[src/rtl/count_ctrl_pkg.sv]
// count_ctrl_pkg
// Purpose: types and constants shared by the count controller and its users.
//   state_t               : controller FSM states (IDLE, LOAD, RUN, DONE)
//   COUNT_DEFAULT_WIDTH   : default counter width in bits
package count_ctrl_pkg;

  typedef enum logic [1:0] {
    IDLE = 2'd0,
    LOAD = 2'd1,
    RUN  = 2'd2,
    DONE = 2'd3
  } state_t;

  localparam int COUNT_DEFAULT_WIDTH = 8;

endpackage

[src/rtl/count_ctrl_fsm.sv]
// count_ctrl_fsm
// Purpose: sequences an external loadable counter through one run per
// accepted command. A run loads cmd_start into the counter, enables it until
// its fed-back value equals cmd_stop (wrapping modulo 2^WIDTH), then pulses
// done for one cycle.
//
// Optional feature: define COUNT_CTRL_PAUSE_EN to add a pause input that
// freezes the counter in RUN without ending the run.
//
// Ports:
//   clk        in   clock, rising edge
//   rst        in   asynchronous active-high reset
//   cmd_valid  in   run request present
//   cmd_ready  out  controller can accept a request (IDLE, no abort)
//   cmd_start  in   first count value
//   cmd_stop   in   terminal count value
//   abort      in   cancels the run in progress, no done pulse
//   pause      in   (COUNT_CTRL_PAUSE_EN only) hold the counter while in RUN
//   count      in   current value fed back from the external counter
//   load       out  one-cycle load strobe to the counter
//   load_value out  value the counter loads, held until the next handshake
//   en         out  count enable to the counter
//   busy       out  a run is in progress
//   done       out  one-cycle pulse when a run completes
module count_ctrl_fsm
  import count_ctrl_pkg::*;
#(
  parameter int WIDTH = COUNT_DEFAULT_WIDTH
) (
  input  logic             clk,
  input  logic             rst,
  input  logic             cmd_valid,
  output logic             cmd_ready,
  input  logic [WIDTH-1:0] cmd_start,
  input  logic [WIDTH-1:0] cmd_stop,
  input  logic             abort,
`ifdef COUNT_CTRL_PAUSE_EN
  input  logic             pause,
`endif
  input  logic [WIDTH-1:0] count,
  output logic             load,
  output logic [WIDTH-1:0] load_value,
  output logic             en,
  output logic             busy,
  output logic             done
);

  state_t           state;
  logic [WIDTH-1:0] stop_q;
  logic             at_stop;
  logic             hold;

  assign at_stop = (count == stop_q);

`ifdef COUNT_CTRL_PAUSE_EN
  assign hold = pause;
`else
  assign hold = 1'b0;
`endif

  // en must follow the fed-back count within the same cycle so the counter
  // stops exactly on stop_q; it is therefore decoded from the state rather
  // than registered. Async reset of state clears it immediately.
  assign en        = (state == RUN) && !at_stop && !hold;
  assign cmd_ready = (state == IDLE) && !abort;

  always_ff @(posedge clk or posedge rst) begin
    if (rst) begin
      state      <= IDLE;
      load_value <= '0;
      stop_q     <= '0;
      load       <= 1'b0;
      busy       <= 1'b0;
      done       <= 1'b0;
    end else begin
      // Strobes default low; they are set only on entry to their state.
      load <= 1'b0;
      done <= 1'b0;
      if (abort) begin
        // Abort wins over completion and over a new handshake.
        state <= IDLE;
        busy  <= 1'b0;
      end else begin
        case (state)
          IDLE: begin
            if (cmd_valid) begin
              load_value <= cmd_start;
              stop_q     <= cmd_stop;
              state      <= LOAD;
              load       <= 1'b1;
              busy       <= 1'b1;
            end
          end
          LOAD: begin
            state <= RUN;
          end
          RUN: begin
            if (at_stop && !hold) begin
              state <= DONE;
              done  <= 1'b1;
            end
          end
          DONE: begin
            state <= IDLE;
            busy  <= 1'b0;
          end
          default: begin
            state <= IDLE;
            busy  <= 1'b0;
          end
        endcase
      end
    end
  end

endmodule

[config.mk]
export PLATFORM = sky130hd
export DESIGN_NAME = count_ctrl_fsm
export DESIGN_NICKNAME = d
export VERILOG_FILES = /design/src/rtl/count_ctrl_pkg.sv /design/src/rtl/count_ctrl_fsm.sv
export SDC_FILE = /design/constraint.sdc
export NUM_CORES = 1
export LEC_CHECK = 0
export ABC_AREA = 1
export CAP_MARGIN = 20
export CORE_AREA = 2 2 56 58
export DETAILED_ROUTE_END_ITERATION = 6
export DIE_AREA = 0 0 58 60
export GPL_TIMING_DRIVEN = 0
export PLACE_DENSITY = 0.82
export RECOVER_POWER = 50
export SYNTH_ARGS = -nofsm -noshare
export SYNTH_HDL_FRONTEND = slang
export SYNTH_SLANG_ARGS = --single-unit
[constraint.sdc]
create_clock -name clk -period 1.3 [get_ports clk]
set_input_delay 0.13 -clock clk [delete_from_list [all_inputs] [get_ports clk]]
set_output_delay 0.13 -clock clk [all_outputs]
set_load 0.02 [all_outputs]
# After elaboration in Yosys (flattened, before gate mapping)
# Index checks and enable logic that the tools add are counted.
[op_classes]
eq_ne = 6
mux = 13
bitwise = 1
n_reduce_logical = 9
[op_table]
columns = ["operator", "count"]
rows = [
  ["$eq A8 B8 Y1", 1],
  ["$mux W1", 8],
  ["$pmux W2 S4", 1],
  ["$mux W2", 3],
  ["$ne A3 B3 Y1 const B", 2],
  ["$eq A2 B2 Y1 const B", 2],
  ["$reduce_and A2 Y1", 2],
  ["$reduce_and A3 Y1", 1],
  ["$reduce_bool A3 Y1", 1],
  ["$eq A2 B1 Y1 const B", 1],
  ["$logic_and A1 B1 Y1", 2],
  ["$logic_not A1 Y1", 2],
  ["$logic_not A2 Y1", 1],
  ["$pmux W1 S2", 1],
  ["$not A1 Y1", 1],
]
[word_totals]
regBits = 21
input_bits = 28
out_inout_bits = 13
wordCells = 35

# Depth between registers and ports, before layout
[depth]
ltp_word = 4
mapped_depth = 10
depth_no_buf = 10

# Worst setup path before layout
# OpenSTA, ideal clock, no wires.
[synth_timing]
path_type = "reg2reg"
from = "register state[0]"
to = "register load_value[0]"
setup_ps = 116
t_arrival_ps = 1201
required_time_ps = 1184
setup_slack_ps = -17
stages_incl_launch_ff = 9
n_path_buf = 1
synth_period_minus_slack_ps = 1317
path_cell_list = "dfrtp_1 > inv_1 > ha_1 > inv_1 > nor2_4 > nand2_4 > buf_2 > nand2_1 > nand2_1"
[synth_via]
elab_chain_len = 2
[synth_lines]
columns = ["item", "line", "text"]
rows = [
  ["start: declaration", "count_ctrl_fsm.sv:48", "state_t state;"],
  ["start signal: assignment", "count_ctrl_fsm.sv:69", "state <= IDLE;"],
  ["start signal: assignment", "count_ctrl_fsm.sv:81", "state <= IDLE;"],
  ["start signal: assignment", "count_ctrl_fsm.sv:89", "state <= LOAD;"],
  ["$logic_not A2 Y1", "count_ctrl_fsm.sv:84", "case (state)"],
  ["$reduce_and A3 Y1 (no line)", "-", ""],
  ["end signal: assignment", "count_ctrl_fsm.sv:87", "load_value <= cmd_start;"],
  ["end: declaration", "count_ctrl_fsm.sv:42", "output logic [WIDTH-1:0] load_value,"],
]
# No other way between the ends.
# A chain may end at the register's enable or synchronous reset.

# Worst setup path in the final report
[layout_timing]
from = "register stop_q[3]"
to = "output en"
[layout_via]
elab_chain_len = 3
[layout_lines]
columns = ["item", "line", "text"]
rows = [
  ["start: declaration", "count_ctrl_fsm.sv:49", "logic [WIDTH-1:0] stop_q;"],
  ["start signal: assignment", "count_ctrl_fsm.sv:88", "stop_q <= cmd_stop;"],
  ["$eq A8 B8 Y1", "count_ctrl_fsm.sv:53", "assign at_stop = (count == stop_q);"],
  ["$logic_not A1 Y1", "count_ctrl_fsm.sv:64", "assign en = (state == RUN) && !at_stop && !hold;"],
  ["$logic_and A1 B1 Y1", "count_ctrl_fsm.sv:64", ""],
  ["end: declaration", "count_ctrl_fsm.sv:43", "output logic en,"],
]
# No other way between the ends.

==> impl_metrics.xml <==
<?xml version="1.0" encoding="UTF-8"?>
<metrics>
  <group name="synthesis">
    <metric name="synth_warnings" unit="">0</metric>
    <metric name="synthTopCellsByArea" unit="">sky130_fd_sc_hd__dfrtp_1, sky130_fd_sc_hd__nand2_1, sky130_fd_sc_hd__ha_1</metric>
    <metric name="synthesis.area" unit="sq um">1033</metric>
    <metric name="postSynthNetCount" unit="">160</metric>
    <metric name="netlist_instances" unit="">128</metric>
    <metric name="synth_seq_area_share" unit="%">50.85</metric>
    <metric name="post_synthesis_area_per_instance" unit="sq um">8.074</metric>
    <metric name="synth_largest_type_area_fraction" unit="%">50.85</metric>
    <metric name="synth_seq_cells" unit="">21</metric>
    <metric name="post_synth_num_cell_types" unit="">19</metric>
    <metric name="yosys.area.top_type" unit="">sky130_fd_sc_hd__dfrtp_1</metric>
  </group>
  <group name="routing">
    <metric name="routed_via_density" unit="">4.450</metric>
    <metric name="avgRoutedWirePerCell" unit="microns">10.72</metric>
    <metric name="detailedRoute.firstIterationViolations" unit="">21</metric>
    <metric name="drt_first_pass_iters" unit="">4</metric>
    <metric name="route.final.wire_length" unit="mm">2.359</metric>
    <metric name="drcViolationCount" unit="">0</metric>
    <metric name="routed-via-count" unit="">979</metric>
    <metric name="drt.antenna.violating_nets" unit="">0</metric>
  </group>
  <group name="power">
    <metric name="netSwitchingPower" unit="uW">1295</metric>
    <metric name="pwr-share-clk" unit="%">9.9</metric>
    <metric name="cellInternalPower" unit="uW">1945</metric>
    <metric name="seqPwrFrac" unit="%">34.4</metric>
    <metric name="vdd_drop_max" unit="mV">0.9582</metric>
    <metric name="cellLeakagePower" unit="uW">0.0009106</metric>
    <metric name="p_total" unit="uW">3240</metric>
    <metric name="switching_share" unit="%">39.97</metric>
    <metric name="powerDensity" unit="nW/um^2">1863</metric>
    <metric name="comb_power_share" unit="%">55.7</metric>
  </group>
  <group name="worst_setup_path">
    <metric name="path_common_cell" unit="">sky130_fd_sc_hd__nand2_2</metric>
    <metric name="endpoint_kind" unit="">primary output</metric>
    <metric name="critical_path.startpoint" unit="">stop_q[3]$_DFFE_PP0P_</metric>
    <metric name="critical_path.cell_chain" unit="">xnor2_1, nand2_1, nor2_2, nand2_2, nand2_2, inv_2, buf_6</metric>
    <metric name="cp_top_family" unit="">flip-flops</metric>
    <metric name="critical-path-max-stage-delay" unit="ps">410</metric>
    <metric name="bufs_and_invs_on_worst_path" unit="">2</metric>
    <metric name="timing.critical_path.from_type" unit="">register</metric>
    <metric name="timing.setup.critical_path_class" unit="">register to primary output</metric>
    <metric name="crit-reg2reg-launch" unit="">state[0]$_DFFE_PP0P_</metric>
    <metric name="crit_path_max_fanout" unit="">2</metric>
    <metric name="critical_path_arrival" unit="ps">1340</metric>
    <metric name="critical_path.slowest_cell" unit="">sky130_fd_sc_hd__dfrtp_1</metric>
    <metric name="cp_data_required_time" unit="ps">1170</metric>
  </group>
  <group name="placement">
    <metric name="port_buffers" unit="">40</metric>
    <metric name="place_ws" unit="ps">-498.7</metric>
    <metric name="placed_cells" unit="">201</metric>
    <metric name="detailed_place_hpwl" unit="mm">1.603</metric>
    <metric name="postPlaceCellArea" unit="sq um">1478</metric>
    <metric name="gp_routability_congestion" unit="">0.7174</metric>
  </group>
  <group name="timing">
    <metric name="layout_setup_ws" unit="ps">-173.4</metric>
    <metric name="grt_setup_unrepaired" unit="">true</metric>
    <metric name="maxSlewHeadroom" unit="%">47.94</metric>
    <metric name="timing.final.crit_period" unit="ps">1473</metric>
    <metric name="final_max_slew_viol_count" unit="">0</metric>
    <metric name="final_setup_violations" unit="">8</metric>
    <metric name="finalClockSkew" unit="ps">4.460</metric>
    <metric name="finalCritPeriodShare" unit="%">113.3</metric>
    <metric name="setup_total_negative_slack" unit="ps">-308.0</metric>
    <metric name="fmax" unit="MHz">678.7</metric>
    <metric name="final_hold_viol_count" unit="">0</metric>
    <metric name="worst-slew-pin-transition" unit="ps">780.1</metric>
  </group>
  <group name="cts">
    <metric name="cts_sinks" unit="">21</metric>
    <metric name="ctsHoldBuffers" unit="">0</metric>
    <metric name="worst_setup_hold_path_clk_slew" unit="ps">120</metric>
    <metric name="ctsHtreeMaxLevel" unit="">1</metric>
    <metric name="clockBufferDepth" unit="">2</metric>
    <metric name="tritoncts.num_buffers" unit="">3</metric>
    <metric name="tritoncts" unit="">done</metric>
    <metric name="clock_latency" unit="ps">300</metric>
    <metric name="clock_root_cell" unit="">sky130_fd_sc_hd__clkbuf_4</metric>
  </group>
  <group name="cells_and_area">
    <metric name="multi_input_area" unit="sq um">521.8</metric>
    <metric name="final_nets" unit="">220</metric>
    <metric name="most_common_cell_after_layout_fill_and_taps_aside" unit="">sky130_fd_sc_hd__nand2_1</metric>
    <metric name="n_diodes" unit="">0</metric>
    <metric name="final_area" unit="sq um">1739</metric>
    <metric name="num-fill-cells" unit="">276</metric>
    <metric name="most-common-layout-cells" unit="">sky130_fd_sc_hd__nand2_1, sky130_fd_sc_hd__clkdlybuf4s50_1, sky130_fd_sc_hd__dfrtp_1</metric>
    <metric name="syn2layout_area_growth" unit="%">68.28</metric>
    <metric name="final_layout_size_suffix_gt1_share" unit="%">32.62</metric>
    <metric name="instances_no_fill" unit="">220</metric>
    <metric name="sequential_cell_area" unit="sq um">525.5</metric>
  </group>
  <group name="die">
    <metric name="dieWidth" unit="microns">58</metric>
    <metric name="start_util" unit="%">35.60</metric>
    <metric name="placementRows" unit="">20</metric>
    <metric name="floorplan.die_area" unit="sq um">3480</metric>
    <metric name="chipHeight" unit="microns">60</metric>
    <metric name="design.core.area" unit="sq um">2903</metric>
    <metric name="design.portCount" unit="">41</metric>
  </group>
  <group name="run">
    <metric name="maxCapViolCount" unit="">0</metric>
  </group>
  <group name="global_routing">
    <metric name="number_of_antenna_violations_at_the_first_check_in_global_routing" unit="">0</metric>
    <metric name="via_count_of_the_first_global_routing_pass" unit="">941</metric>
    <metric name="grt_pass1_wl" unit="mm">3.719</metric>
    <metric name="largest_net_degree_at_the_start_of_global_routing" unit="">22</metric>
    <metric name="grt_overflow" unit="">0</metric>
    <metric name="global_route.usage.total" unit="%">14.15</metric>
  </group>
  <group name="status">
    <metric name="run_status" unit="">finished, violations left</metric>
    <metric name="violated_checks" unit="">negative setup slack</metric>
  </group>
  <group name="hold_path">
    <metric name="hold_path.startpoint" unit="">cmd_start[6]</metric>
    <metric name="type_of_the_worst_min_delay_path" unit="">input pin to register</metric>
  </group>
</metrics>
-- layout make-up --
type,instances,share of cell area (%)
Sequential cell,21,30.22
Timing Repair Buffer,55,30.07
Multi-Input combinational cell,89,30.00
Inverter,15,3.669
Tap cell,33,2.374
Buffer,3,2.158
Clock buffer,4,1.511
-- flip-flops by register name, indices dropped and copies added, names as in the netlist --
register,flops
state,2
load,1
stop_q,8
load_value,8
done,1
busy,1
-- timing repair --
item | in CTS | in global routing
buffers inserted | 10 | 3
pin swaps | 11 | 15
cloned | 0 | 2
gates resized for setup | 35 | 30
setup endpoints to repair | 32 | 21
-- layer usage --
layer	track usage [%]	share of wire (%)	up-vias
met3	3.030	5.5	3
met2	25.00	50	26
met4	4.983	0.97	0
li1	-	-	498
met1	17.06	43	452
met5	0	0	-
-- final timing paths --
kind / endpoint / slack [ps] / depth (start not counted)
max: en / -170 / 7
min: load_value[6]$_DFFE_PP0P_ / 350 / 3
max reg2reg: stop_q[4]$_DFFE_PP0P_ / -30 / 9
min reg2reg: load_value[3]$_DFFE_PP0P_ / 490 / 2
max in group asynchronous: stop_q[4]$_DFFE_PP0P_ / 420 / 2
min in group asynchronous: load$_DFF_PP0_ / 390 / 2
-- worst reg2reg max path: cells and delay by family, from the launching register on --
kind / cells / cell delay (ps)
AO/OA/AOI/OAI: 1 / 70
adder cells (fa/ha/maj): 1 / 150
AND/OR/NAND/NOR: 3 / 250
buffers and inverters: 4 / 380
flip-flops: 1 / 410
-- kinds of logic (layout without fill, tap and decap cells) --
group	count (synthesis)	in the layout	share of synthesized area, %
XOR/XNOR	5	5	4.237
adder cells (fa/ha/maj)	4	4	4.843
AND/OR/NAND/NOR	75	75	30.27
flip-flops	21	21	50.85
AO/OA/AOI/OAI	5	5	2.421
buffers and inverters	18	77	7.384
-- stage by stage --
step                hold WS (ps)  utilization (%)
CTS                        289.8            55.17
detailed placement         469.3            50.91
floorplan                  106.5                -
global placement           463.1            50.91
finish                     346.9            59.91
global route               368.1            59.91
-- power by group through the flow --
stage / Sequential [uW] / Combinational, uW / Clock, uW
after global placement: 1140 / 1400 / 0
after floorplan: 1300 / 699 / 0
after global routing: 1150 / 2000 / 355
after detailed placement: 1140 / 1430 / 0
after CTS: 1120 / 1620 / 332
final: 1110 / 1810 / 320
-- cells in the mapped netlist --
master,instances
sky130_fd_sc_hd__nand2_1,62
sky130_fd_sc_hd__dfrtp_1,21
sky130_fd_sc_hd__inv_1,11
sky130_fd_sc_hd__nor2_1,5
sky130_fd_sc_hd__xnor2_1,5
sky130_fd_sc_hd__ha_1,4
sky130_fd_sc_hd__inv_2,4
sky130_fd_sc_hd__o21ai_1,3
sky130_fd_sc_hd__buf_4,2
sky130_fd_sc_hd__o21ai_0,2
sky130_fd_sc_hd__buf_2,1
sky130_fd_sc_hd__nand2_2,1
sky130_fd_sc_hd__nand2_4,1
sky130_fd_sc_hd__nand3_1,1
sky130_fd_sc_hd__nand3_2,1
sky130_fd_sc_hd__nand4_1,1
sky130_fd_sc_hd__nor2_2,1
sky130_fd_sc_hd__nor2_4,1
sky130_fd_sc_hd__nor3_1,1
No activity file was read; power rests on OpenSTA's default activity.
